**src/rtl/ram_read_arbiter.sv**
```systemverilog
// ram_read_arbiter: round-robin scheduler for the single read port of a
// pseudo-dual-port RAM. A granted client gets one burst of consecutive reads.
// The returned words are tagged with the owner index and a last-word flag,
// and are aligned to the RAM's one-cycle registered read latency.
module ram_read_arbiter #(
  parameter int ADDRESS_WIDTH = 16,
  parameter int DATA_WIDTH    = 8,
  parameter int REQUESTERS    = 4,
  parameter int LENGTH_WIDTH  = 8
) (
  input  logic                               ClockRead,
  input  logic                               Reset,
  input  logic [REQUESTERS-1:0]              Request_i,
  input  logic [REQUESTERS*ADDRESS_WIDTH-1:0] Address_i,
  input  logic [REQUESTERS*LENGTH_WIDTH-1:0] Length_i,
  output logic [REQUESTERS-1:0]              Grant_o,
  output logic                               Busy_o,
  output logic                               RamReadEnable_o,
  output logic [ADDRESS_WIDTH-1:0]           RamAddress_o,
  input  logic [DATA_WIDTH-1:0]              RamData_i,
  output logic [DATA_WIDTH-1:0]              Data_o,
  output logic                               Valid_o,
  output logic [$clog2(REQUESTERS)-1:0]      Owner_o,
  output logic                               Last_o
);

  localparam int          OWNER_WIDTH = $clog2(REQUESTERS);
  localparam int unsigned REQ_U       = REQUESTERS;

  localparam logic [0:0] IDLE  = 1'b0;
  localparam logic [0:0] BURST = 1'b1;

  localparam logic [LENGTH_WIDTH:0] ONE = {{LENGTH_WIDTH{1'b0}}, 1'b1};

  logic [0:0]               state;
  logic [OWNER_WIDTH-1:0]   pointer;
  logic [OWNER_WIDTH-1:0]   owner;
  logic [LENGTH_WIDTH:0]    remaining;

  logic                     found;
  logic [OWNER_WIDTH-1:0]   pick;
  logic [OWNER_WIDTH-1:0]   pointer_next;
  logic [REQUESTERS-1:0]    grant_onehot;
  logic [ADDRESS_WIDTH-1:0] start_address;
  logic [LENGTH_WIDTH-1:0]  start_length;
  logic [LENGTH_WIDTH:0]    burst_length;
  int unsigned              scan_index;
  int unsigned              next_index;

  assign Data_o = RamData_i;
  assign Busy_o = (state == BURST);

  // Round-robin pick: first requesting client at or above the pointer, wrapping.
  always_comb begin
    found        = 1'b0;
    pick         = '0;
    scan_index   = 0;
    next_index   = 0;
    pointer_next = '0;
    grant_onehot = '0;
    for (int unsigned i = 0; i < REQ_U; i++) begin
      scan_index = (32'(pointer) + i) % REQ_U;
      if (!found && Request_i[scan_index[OWNER_WIDTH-1:0]]) begin
        found = 1'b1;
        pick  = scan_index[OWNER_WIDTH-1:0];
      end
    end
    next_index         = (32'(pick) + 1) % REQ_U;
    pointer_next       = next_index[OWNER_WIDTH-1:0];
    grant_onehot[pick] = 1'b1;
  end

  // Burst parameters of the picked client; a zero length means the full range.
  always_comb begin
    start_address = Address_i[pick*ADDRESS_WIDTH +: ADDRESS_WIDTH];
    start_length  = Length_i[pick*LENGTH_WIDTH +: LENGTH_WIDTH];
    burst_length  = {(start_length == '0), start_length};
  end

  // Arbitration/burst sequencing plus the one-cycle-delayed return tags.
  always_ff @(posedge ClockRead or negedge Reset) begin
    if (!Reset) begin
      state           <= IDLE;
      pointer         <= '0;
      owner           <= '0;
      remaining       <= '0;
      Grant_o         <= '0;
      RamReadEnable_o <= 1'b0;
      RamAddress_o    <= '0;
      Valid_o         <= 1'b0;
      Owner_o         <= '0;
      Last_o          <= 1'b0;
    end else begin
      Grant_o <= '0;
      Valid_o <= RamReadEnable_o;
      Owner_o <= owner;
      Last_o  <= RamReadEnable_o && (remaining == ONE);
      case (state)
        IDLE: begin
          if (found) begin
            Grant_o         <= grant_onehot;
            owner           <= pick;
            pointer         <= pointer_next;
            RamAddress_o    <= start_address;
            RamReadEnable_o <= 1'b1;
            remaining       <= burst_length;
            state           <= BURST;
          end
        end
        BURST: begin
          remaining <= remaining - ONE;
          if (remaining > ONE) begin
            RamAddress_o <= RamAddress_o + ADDRESS_WIDTH'(1);
          end else begin
            RamReadEnable_o <= 1'b0;
            state           <= IDLE;
          end
        end
        default: state <= IDLE;
      endcase
    end
  end

endmodule

```
**config.mk**
```make
export PLATFORM = sky130hd
export DESIGN_NAME = ram_read_arbiter
export DESIGN_NICKNAME = d
export VERILOG_FILES = /design/src/rtl/ram_read_arbiter.sv
export SDC_FILE = /design/constraint.sdc
export NUM_CORES = 1
export LEC_CHECK = 0
export BUFFER_PORTS_ARGS = -buffer_cell sky130_fd_sc_hd__buf_2
export CORE_MARGIN = 3
export CORE_UTILIZATION = 51
export CTS_BUF_LIST = sky130_fd_sc_hd__clkbuf_4 sky130_fd_sc_hd__clkbuf_8 sky130_fd_sc_hd__clkbuf_16
export DETAILED_ROUTE_END_ITERATION = 7
export PLACE_DENSITY_LB_ADDON = 0.2
export SETUP_SLACK_MARGIN = 0.4
export SLEW_MARGIN = 10
export SYNTH_ARGS = -nofsm -noshare
export SYNTH_HDL_FRONTEND = slang
export SYNTH_SLANG_ARGS = --single-unit
export TNS_END_PERCENT = 5
```
**constraint.sdc**
```tcl
create_clock -name ClockRead -period 7 [get_ports ClockRead]
set_clock_uncertainty 0.15 [all_clocks]
set_input_delay 1.05 -clock ClockRead [delete_from_list [all_inputs] [get_ports ClockRead]]
set_output_delay 1.05 -clock ClockRead [all_outputs]
set_load 0.05 [all_outputs]
```
==> results by group <==
Timing
  • Setup Total Neg Slack: 0 ps
  • Max Slew Vio Count: 0
  • Worst-margin pin slew: 1140 ps
  • FMAX: 0.264 GHz
  • RSZ-0062 raised after global routing: false
  • Relative slew slack: 23.6%
  • Hold Vio Cnt, Final: 0
  • Number of setup violations in the final report: 0
  • Final worst slack: 3210 ps
  • Tcrit/Tclk final: 54.2%
  • Min Clock Period, post-route: 3790 ps

Logic synthesis
  • Avg Cell Area, Syn: 8.21 sq um
  • Post-Synth Simple-Gate Area: 24.3%
  • Largest family of logic cells by synthesized area: simple AND/OR/NAND/NOR gates
  • Yosys reg bits: 39
  • Adder-Cell Fraction of Synth Area: 2.90%
  • Syn Std Cell Area: 3020 sq um
  • Synth top area cells: dfrtp_1 32%, nand2_1 8.9%, mux2i_1 8.3%, nand3_1 5.3%, mux2_2 3.4%
  • Commonest cells in the netlist: 72 x nand2_1, 39 x dfrtp_1, 32 x nand3_1
  • Most frequent cell after synthesis: nand2_1
  • Xor and xnor area share after synthesis: 0.870%
  • Sequential area share after synthesis: 32.3%
  • Yosys cell types: 46
  • Synth Warn #: 0
  • Post-synth top area share: 32.3%
  • Post-synth EDFFs: 0
  • Post-Syn Nets: 485
  • Main synth FF type: dfrtp_1
  • Post-synthesis compound-gate area fraction: 18.2%
  • Multiplexer share of the synthesized area: 14.0%
  • Mapped Cells: 368
  • Post-synth top area cell: dfrtp_1
  • Post-synth ARST share: 100%

Floorplanning
  • IO Pins: 144
  • Starting Density: 53.9%
  • Chip width: 83.0 um
  • Die H: 83.0 um
  • Site Rows: 27
  • DIE AREA: 6880 sq um
  • Core Box Area: 5610 sq um

Cells and area
  • Ant diodes: 0
  • Layout Area Growth over Synthesis: 22.1%
  • Fin cells: 545
  • Final #Nets: 589
  • Layout cells sized above 1: 32.3%
  • Final Cell Area: 3690 sq um

Outcome
  • Status: finished clean

Clock tree
  • Cts bufs inserted: 5
  • Sink Count: 39
  • Clk_lat worst skew: 290 ps
  • Clock root buffer: clkbuf_8
  • Clk slew on worst S/H paths: 80 ps
  • Clk buf depth: 2
  • Cts hold-fix bufs: 0
  • CTS resizes: 0
  • TritonCTS clock tree: built
  • H-tree levels: 2
  • Total setup buffers inserted after CTS: 0

Worst setup path
  • Worst Setup SP: Request_i[3]
  • Setup slack, reg-to-reg: 3610 ps
  • Critical Setup Path Class: in -> reg
  • CP required: 6970 ps
  • CP Max Fanout: 48
  • Startpoint types: primary input
  • Worst EP arrival: 3760 ps
  • RR Startpoint: pointer[1]
  • CP Capture Type: flop

Global route
  • First-pass GRT wire length: 13.8 mm
  • Largest net degree at the start of global routing: 49
  • Number of global-route vias before repair: 2,943
  • GRT Util Overall: 23.7%
  • Initial antenna violation count: 0
  • GR Overflow Total: 0

Placement
  • Placed Cells: 537
  • Pre-CTS setup slack: 2910 ps
  • Routability cong.: 0.832
  • Number of I/O port buffers: 127
  • Placed inst area: 3580 sq um
  • Detail Placement HPWL: 6.02 mm

Detailed routing
  • DR pass1 iterations: 7
  • Antenna-violating nets left: 0
  • Via Count: 3,151
  • Final wirelength: 8.10 mm
  • Vias per std cell: 5.78
  • Initial drt markers: 219
  • Routed WL per cell: 14.9 um
  • Remaining DRCs: 0

Flow run
  • Number of max-cap violations: 0

Worst hold path
  • Hold Path Origin: owner[1]
  • Hold Crit Class: reg -> reg

Power
  • Gate power share: 43.1%
  • Sequential share of power: 36.5%
  • Fraction of power consumed by the clock network: 20.4%
  • Sw power: 368 uW
  • PD cells: 227 nW/um^2
  • Worst VDD drop: 0.133 mV
  • Sw frac: 44.0%
  • Internal power: 469 uW
  • Leak pwr: 0.00188 uW
-- metrics by stage --
stage / hold WS, ps / power, uW / util (%)
after detailed placement: 219 / 671 / 63.9
after floorplan: 204 / 580 / -
after CTS: 236 / 840 / 65.8
after global placement: 214 / 662 / 63.9
after global routing: 253 / 890 / 65.8
final: 234 / 837 / 65.8
-- power groups by stage --
stage | Clock [uW] | Sequential [uW] | Combinational (uW)
after floorplan | 0 | 409 | 171
after global placement | 0 | 308 | 355
after detailed placement | 0 | 308 | 363
after CTS | 172 | 304 | 364
after global routing | 183 | 313 | 395
final | 171 | 305 | 361
-- critical path, cell delays in order --
cell      delay [ps]
buf_2            140
and3b_1          180
o21ai_0          120
and2_2           900
inv_1            670
nand2_1          210
nand3_1           90
a311oi_1         290
a221oi_1          80
-- kinds of logic (layout without fill, tap and decap cells) --
| family | Yosys count | after routing |
|---|---|---|
| AND/OR/NAND/NOR | 161 | 161 |
| buffers and inverters | 43 | 148 |
| AO/OA/AOI/OAI | 78 | 78 |
| adder cells (fa/ha/maj) | 7 | 7 |
| multiplexers | 37 | 37 |
| flip-flops | 39 | 39 |
| XOR/XNOR | 3 | 3 |
-- worst paths after layout --
kind / end / depth (start not counted)
setup / recovery: RamAddress_o[13] / 9
hold / removal: Owner_o[1] / 0
setup reg to reg: RamAddress_o[13] / 8
hold reg to reg: Owner_o[1] / 0
max in group asynchronous: RamAddress_o[4] / 1
min in group asynchronous: Owner_o[0] / 1
-- final cells by class --
class / instances / area, sq um
Clock inverter: 1 / 7.51
Fill cell: 507 / 1920
Clock buffer: 7 / 96.3
Sequential cell: 39 / 976
Tap cell: 72 / 90.1
Timing Repair Buffer: 128 / 643
Multi-Input combinational cell: 286 / 1830
Inverter: 12 / 47.5
-- sequential cells by signal, summed over array words and instances, names as in the netlist --
register and flops:
Busy_o 1, Grant_o 4, Last_o 1, Owner_o 2, RamAddress_o 16, RamReadEnable_o 1, Valid_o 1, owner 2
pointer 2, remaining 9
-- per-layer routing --
metal,part of all wire (%),global-route usage [%],up-vias
met5,0,0,-
met4,1.3,6.54,0
met3,6.8,3.87,12
met2,49,41.3,120
met1,42,30.4,1479
li1,-,-,1540
-- cell usage in the layout, fill, tap and decap left out, types with 7 or more instances in the layout --
master	instances
buf_2	127
nand2_1	72
dfrtp_1	39
nand3_1	32
mux2i_1	25
nor2_1	25
o21ai_0	20
a21oi_1	18
and3_1	12
inv_1	11
mux2_2	9
a221oi_1	7
ha_1	7
clkbuf_8	7
Note: power is estimated with default switching activity, not from simulation.
